File: src/rtl/ofifo_deskew.sv
// Output deskew FIFO behind the systolic MAC array: every column captures its own
// psums as they arrive, and a row is released only when all columns hold one.
module ofifo_deskew #(
  parameter int col     = 8,
  parameter int psum_bw = 16,
  parameter int depth   = 8
) (
  input  logic                   clk,
  input  logic                   reset,
  input  logic [psum_bw*col-1:0] in,
  input  logic [col-1:0]         wr,
  input  logic                   rd,
  output logic [psum_bw*col-1:0] out,
  output logic                   o_valid,
  output logic                   o_full,
  output logic                   o_ovf
);

  localparam int aw = $clog2(depth);
  localparam int cw = aw + 1;
  localparam logic [cw-1:0] cnt_full = cw'(depth);

  // Handshake: wr[c] pushes lane c with no ready toward the array (a push to a full
  // column with no pop is dropped and flagged in o_ovf); rd pops a row only while
  // o_valid is high, otherwise it is ignored.

  logic [psum_bw-1:0] mem_q  [col][depth];
  logic [psum_bw-1:0] mem_d  [col][depth];
  logic [aw-1:0]      wptr_q [col];
  logic [aw-1:0]      wptr_d [col];
  logic [cw-1:0]      cnt_q  [col];
  logic [cw-1:0]      cnt_d  [col];
  logic [aw-1:0]      rptr_q;
  logic [aw-1:0]      rptr_d;
  logic               ovf_q;
  logic               ovf_d;

  logic               pop;
  logic [col-1:0]     push;
  logic [col-1:0]     drop;

  // Status comes from registered counts only, so rd/wr never reach it combinationally.
  always_comb begin
    o_valid = 1'b1;
    o_full  = 1'b0;
    for (int c = 0; c < col; c++) begin
      if (cnt_q[c] == '0)      o_valid = 1'b0;
      if (cnt_q[c] == cnt_full) o_full = 1'b1;
    end
  end

  assign pop   = rd && o_valid;
  assign o_ovf = ovf_q;

  always_comb begin
    mem_d  = mem_q;
    wptr_d = wptr_q;
    cnt_d  = cnt_q;
    rptr_d = rptr_q;
    ovf_d  = ovf_q;
    push   = '0;
    drop   = '0;
    if (pop) rptr_d = rptr_q + 1'b1;
    for (int c = 0; c < col; c++) begin
      // A pop in the same cycle frees a slot, so a full column may still accept.
      push[c] = wr[c] && ((cnt_q[c] != cnt_full) || pop);
      drop[c] = wr[c] && !push[c];
      if (push[c]) begin
        mem_d[c][wptr_q[c]] = in[c*psum_bw +: psum_bw];
        wptr_d[c]           = wptr_q[c] + 1'b1;
      end
      case ({push[c], pop})
        2'b10:   cnt_d[c] = cnt_q[c] + 1'b1;
        2'b01:   cnt_d[c] = cnt_q[c] - 1'b1;
        default: cnt_d[c] = cnt_q[c];
      endcase
    end
    if (|drop) ovf_d = 1'b1;
  end

  always_ff @(posedge clk) begin
    if (!reset) begin
      for (int c = 0; c < col; c++) begin
        wptr_q[c] <= '0;
        cnt_q[c]  <= '0;
      end
      rptr_q <= '0;
      ovf_q  <= 1'b0;
    end else begin
      wptr_q <= wptr_d;
      cnt_q  <= cnt_d;
      rptr_q <= rptr_d;
      ovf_q  <= ovf_d;
    end
  end

  // Storage is deliberately left out of reset; counts say what is meaningful.
  always_ff @(posedge clk) begin
    mem_q <= mem_d;
  end

  always_comb begin
    out = '0;
    for (int c = 0; c < col; c++) begin
      out[c*psum_bw +: psum_bw] = mem_q[c][rptr_q];
    end
  end

endmodule

File: config.mk
export PLATFORM = sky130hd
export DESIGN_NAME = ofifo_deskew
export DESIGN_NICKNAME = d
export VERILOG_FILES = /design/src/rtl/ofifo_deskew.sv
export SDC_FILE = /design/constraint.sdc
export NUM_CORES = 1
export LEC_CHECK = 0
export ABC_AREA = 1
export CELL_PAD_IN_SITES_DETAIL_PLACEMENT = 2
export CELL_PAD_IN_SITES_GLOBAL_PLACEMENT = 2
export CORE_ASPECT_RATIO = 0.5
export CORE_MARGIN = 8
export CORE_UTILIZATION = 44
export CTS_CLUSTER_DIAMETER = 150
export DETAILED_ROUTE_END_ITERATION = 16
export GPL_ROUTABILITY_DRIVEN = 1
export GPL_TIMING_DRIVEN = 0
export PLACE_DENSITY_LB_ADDON = 0.1
export SLEW_MARGIN = 20
export SYNTH_ARGS = -nofsm -noshare
export SYNTH_HDL_FRONTEND = slang
export SYNTH_SLANG_ARGS = --single-unit
File: constraint.sdc
create_clock -name clk -period 3.4 [get_ports clk]
set_input_delay 0.68 -clock clk [delete_from_list [all_inputs] [get_ports clk]]
set_output_delay 0.68 -clock clk [all_outputs]
set_load 0.02 [all_outputs]
After elaboration in Yosys (flattened, before gate mapping)
Index checks and enable logic that the tools add are counted.

word-level totals
  bits in read-only memories = 0
  memories = 0
  logic and storage cells = 295
  bits in latches = 0
  output and inout port bits = 131
  bits of input ports = 139
  memory bits (writable) = 0
  register bits = 1084

cells by class
  order comparisons = 17
  muxes and demuxes = 72
  add/sub/neg operators = 25
  equal/unequal tests = 32
  bitwise logic cells = 9
  divide/modulo/power cells = 0
  multiply operators = 0
  shifts and indexed selects = 0
  reduce and logical (&&, ||, !) cells = 58

operator list
  cell                                                        count
  bitwise mux 128 bit                                         8
  binary-select mux 16 bit (select 3 bit)                     8
  demux 16 bit (select 3 bit)                                 8
  two-way mux 16 bit                                          24
  one-hot mux 4 bit (2 select lines)                          8
  greater-or-equal comparator 4 bit, second input constant    9
  inverter 3 -> 4 bit                                         9
  adder 4 x 1 -> 4 bit, second input constant                 8
  == test 4 bit, second input constant                        8
  zero test 4 bit                                             8
  less-than comparator 4 x 1 -> 1 bit, second input constant  8
  != test 4 bit, second input constant                        8
  subtractor 4 x 1 -> 4 bit, second input constant            8
  adder 3 x 1 -> 3 bit, second input constant                 9
  logical AND 1 bit                                           25
  == test 2 x 1 -> 1 bit, second input constant               8
  == test 2 bit, second input constant                        8
  two-way mux 1 bit                                           16
  nonzero test 2 bit                                          8
  zero test 1 bit                                             8
  logical OR 1 bit                                            8
  OR reduction 8 bit                                          1

Logic depth before layout (Yosys ltp)
  depth in word-level cells = 15
  gate-level depth with buffers = 17
  gate-level depth less buffers = 17

Least setup slack after synthesis
No wires, ideal clock.

  path type = input to register
  start point = input port rd
  end point = register mem_q[768] (netlist name), enable pin
  path buffers = 1
  data required time = 3.012 ns
  slack = 1.093 ns
  stages = 7
  arrival = 1.919 ns
  setup time = 0.388 ns
  path through = nand3_4 buf_6 nand2_1 nand2_2 nor2_1 inv_2 nor2_1

between the ends
  word-level cells in the longest chain between the ends = 3

RTL lines
  what                  RTL line  text
  start, declared       12        input logic rd,
  logical AND 1 bit     52        assign pop = rd && o_valid;
  logical OR 1 bit      66        push[c] = wr[c] && ((cnt_q[c] != cnt_full) || pop);
  logical AND 1 bit     66
  end signal, assigned  99        mem_q <= mem_d;
  end, declared         27        logic [psum_bw-1:0] mem_q [col][depth];

Every way passes these cells.
A chain may end at the register's enable or synchronous reset.

Worst setup path after layout
  start point = register rptr_q[0]
  end point = output port out[47]

between the ends
  word-level cells in the longest chain between the ends = 4

RTL lines
  what                                                   RTL line  text
  start, declared                                        33        logic [aw-1:0] rptr_q;
  start signal, assigned                                 92        rptr_q <= rptr_d;
  inverter 3 -> 4 bit (implied by the code)              105       out[c*psum_bw +: psum_bw] = mem_q[c][rptr_q];
  binary-select mux 16 bit (select 3 bit)                105
  two-way mux 16 bit (implied by the code) (2 in a row)  105
  end, declared                                          13        output logic [psum_bw*col-1:0] out,

Every way passes these cells. The select of a mux whose other input is x is not followed.

==> summary.txt <==
Cells and area
  – Layout Area Growth over Synthesis: 24.4%
  – Commonest non-fill, non-tap cell in the layout: edfxtp_1
  – Commonest cells after routing, fill and taps aside: 1024 x edfxtp_1, 909 x nor2_1, 467 x o21ai_0
  – Fin cells: 5398
  – Design area: 53800 sq um
  – Fill cells: 9058
  – Fin nets: 4141
  – Flip-flop and latch area: 32000 sq um
  – Multi-input logic area: 10800 sq um
  – Share of cells above drive strength 1: 19.3%

Floorplan
  – Die W: 459 um
  – Std cell rows: 81
  – Die area: 109000 sq um
  – Chip Height: 238 um
  – CORE AREA: 97600 sq um
  – I/O pins: 270
  – Starting Density: 44.3%

Pwr
  – Pleak: 18.8 nW
  – VDD IR max: 0.444 mV
  – Clock share of power: 43.1%
  – P per Cell Area: 550 nW/um^2
  – Logic pwr share: 5.9%
  – Switch share: 25.5%
  – Sw Pwr: 7.54 mW
  – P_int: 22.0 mW
  – Register share of total power: 51.0%

Drt
  – Drt drc: 0
  – Vias: 35.3k
  – Initial DRT Pass Iterations: 5
  – Final WL: 213000 um
  – WL per Instance: 39.5 um
  – ANT nets after route: 0
  – Starting DRT DRC Count: 4617
  – Drt via density: 6.55

CTS
  – Reg clk slew, reported paths: 0.07 ns
  – Max clock buf depth: 3
  – Clock root buffer: clkbuf_16
  – CTS H-tree lvls: 3
  – Clk sink count: 1084
  – CTS tree: yes
  – Clock latency on the worst-skew pair: 0.77 ns
  – CTS Buf Count: 97

Timing
  – RSZ-0062 raised after global routing: true
  – Final Setup Violations: 109
  – Worst relative slew slack: 14.0%
  – Minimum clock period: 3.77 ns
  – Final hold vios: 0
  – Crit share post-route: 111%
  – Post-Route Skew: 0.0466 ns
  – Final worst slack: -0.373 ns
  – Total negative slack: -11.82 ns
  – Hold slack final: 0.484 ns
  – Max-slew violations: 0
  – F_max: 265 MHz
  – Worst-margin pin slew: 1.29 ns

Worst setup path
  – Setup crit start kind: flip-flop
  – CP arrival: 3.09 ns
  – Setup crit end kind: output pin
  – Max incr delay on CP: 0.39 ns
  – Setup Crit Path Kind: flip-flop to output pin
  – Crit path required time: 2.72 ns
  – Crit-path cells: buf_12 -> buf_16 -> buf_16 -> buf_12 -> nor2_1 -> nor2_1 -> o21ai_0 -> a31oi_1 -> buf_4
  – CP Buf/Inv Count: 5
  – Crit path max-delay family: buffers and inverters
  – CP Max Fanout: 10
  – Crit path max-delay cell type: dfxtp_4

GRT
  – Vias in the first global route: 36.6k
  – GRT Util Overall: 33.0%
  – Initial antenna violation count: 23
  – GRT busiest layer: met2
  – GR met1 Demand/Resource: 39.7%
  – M2 GR Usage: 57.7%
  – Met3 usage: 6.48%
  – Largest net degree at the start of global routing: 17
  – First-pass GRT wire length: 265000 um
  – Total congestion overflow: 0

Run status
  – Status: finished, violations left
  – Failing checks: setup timing

Placed design
  – Area after detailed placement: 48600 sq um
  – Dpl cells: 5159
  – Dpl ws: -0.805 ns
  – DP HPWL: 112000 um
  – Routability cong.: 0.796
  – # port buffers: 269

Hold path
  – Min-Delay Path Class: flip-flop to flip-flop

Job
  – Max-capacitance violation count: 0

Synthesis
  – Mapped Avg Cell Area: 12.3 sq um
  – Ys Warns: 0
  – Syn nets: 3676
  – Register area share after synthesis: 73.9%
  – Cells after synthesis: 3503
  – Mapped cell area: 43200 sq um
  – Synth Register Bits: 1084
  – Synth unique cells: 33
## layout make-up
class | count | area share (%)
buffer | 203 | 3.56
antenna | 22 | 0.102
clock buffer | 122 | 4.82
sequential | 1084 | 59.4
timing repair buffer | 368 | 7.02
clock inverter | 57 | 1.22
tap | 1328 | 3.09
inverter | 94 | 0.696
multi-input combinational | 2120 | 20.0
## registers in the layout, indices dropped and copies added (netlist names)
register / count
mem_q: 1024
cnt_q: 32
wptr_q: 24
rptr_q: 3
o_ovf: 1
## through the flow
stage	power [mW]	utilization, %
3_3_place_gp	16.7	48.8
2_1_floorplan	15.9	-
4_1_cts	28.8	54.0
3_5_place_dp	16.9	49.8
6_report	29.6	55.1
5_1_grt	29.8	55.1
## power by group through the flow
stage	sequential, mW	combinational [mW]	clock [mW]
2_1_floorplan	15.3	0.627	0
3_3_place_gp	15.3	1.39	0
3_5_place_dp	15.3	1.59	0
4_1_cts	15.0	1.60	12.1
5_1_grt	15.1	1.80	12.9
6_report	15.1	1.75	12.7
## Yosys cell counts, drive strengths merged
cell type	instances	share of area [%]
a31oi	128	1.9
clkinv	3	0.029
inv	91	0.80
a21oi	60	0.73
dfxtp	60	2.8
nand2	155	1.5
ha	26	0.75
o21ai	543	6.3
edfxtp	1024	71
o21bai	1	0.017
nand3	40	0.53
nor2	1011	8.8
fa	8	0.37
o22ai	128	1.9
nor3b	1	0.029
nor4	3	0.043
buf	84	1.2
clkbuf	121	1.1
nor3	1	0.012
a211oi	7	0.12
xnor2	8	0.16
## path summary, 6_finish.rpt
kind                            cells past startpoint  slack [ns]         end       from
worst max-delay path                                9       -0.37     out[47]  rptr_q[0]
worst min-delay path                                1        0.48   cnt_q[12]  cnt_q[12]
worst max register to register                     12        0.01  mem_q[326]  cnt_q[31]
worst min register to register                      1        0.48   cnt_q[12]  cnt_q[12]
## per-layer routing
layer  up-vias  routed length [um]
met5         -                  44
met4         6               14500
met3       833               20300
met2      2630              103000
met1     18300               75100
li1      13600                   -
## cell families after synthesis
group / share of synthesized area (%)
compound gates: 10.9
xor+xnor: 0.162
flops: 73.9
buf+inv: 3.05
fa+ha+maj: 1.12
simple gates: 10.9
## repair_timing
item	CTS	global route
endpoints found under the hold margin	0	0
resized for setup	993	311
hold buffers	0	0
cloned	3	13
endpoints found under the setup margin	129	124
setup buffers	7	17
pin swaps	39	64
(Power assumes the default switching activity.)
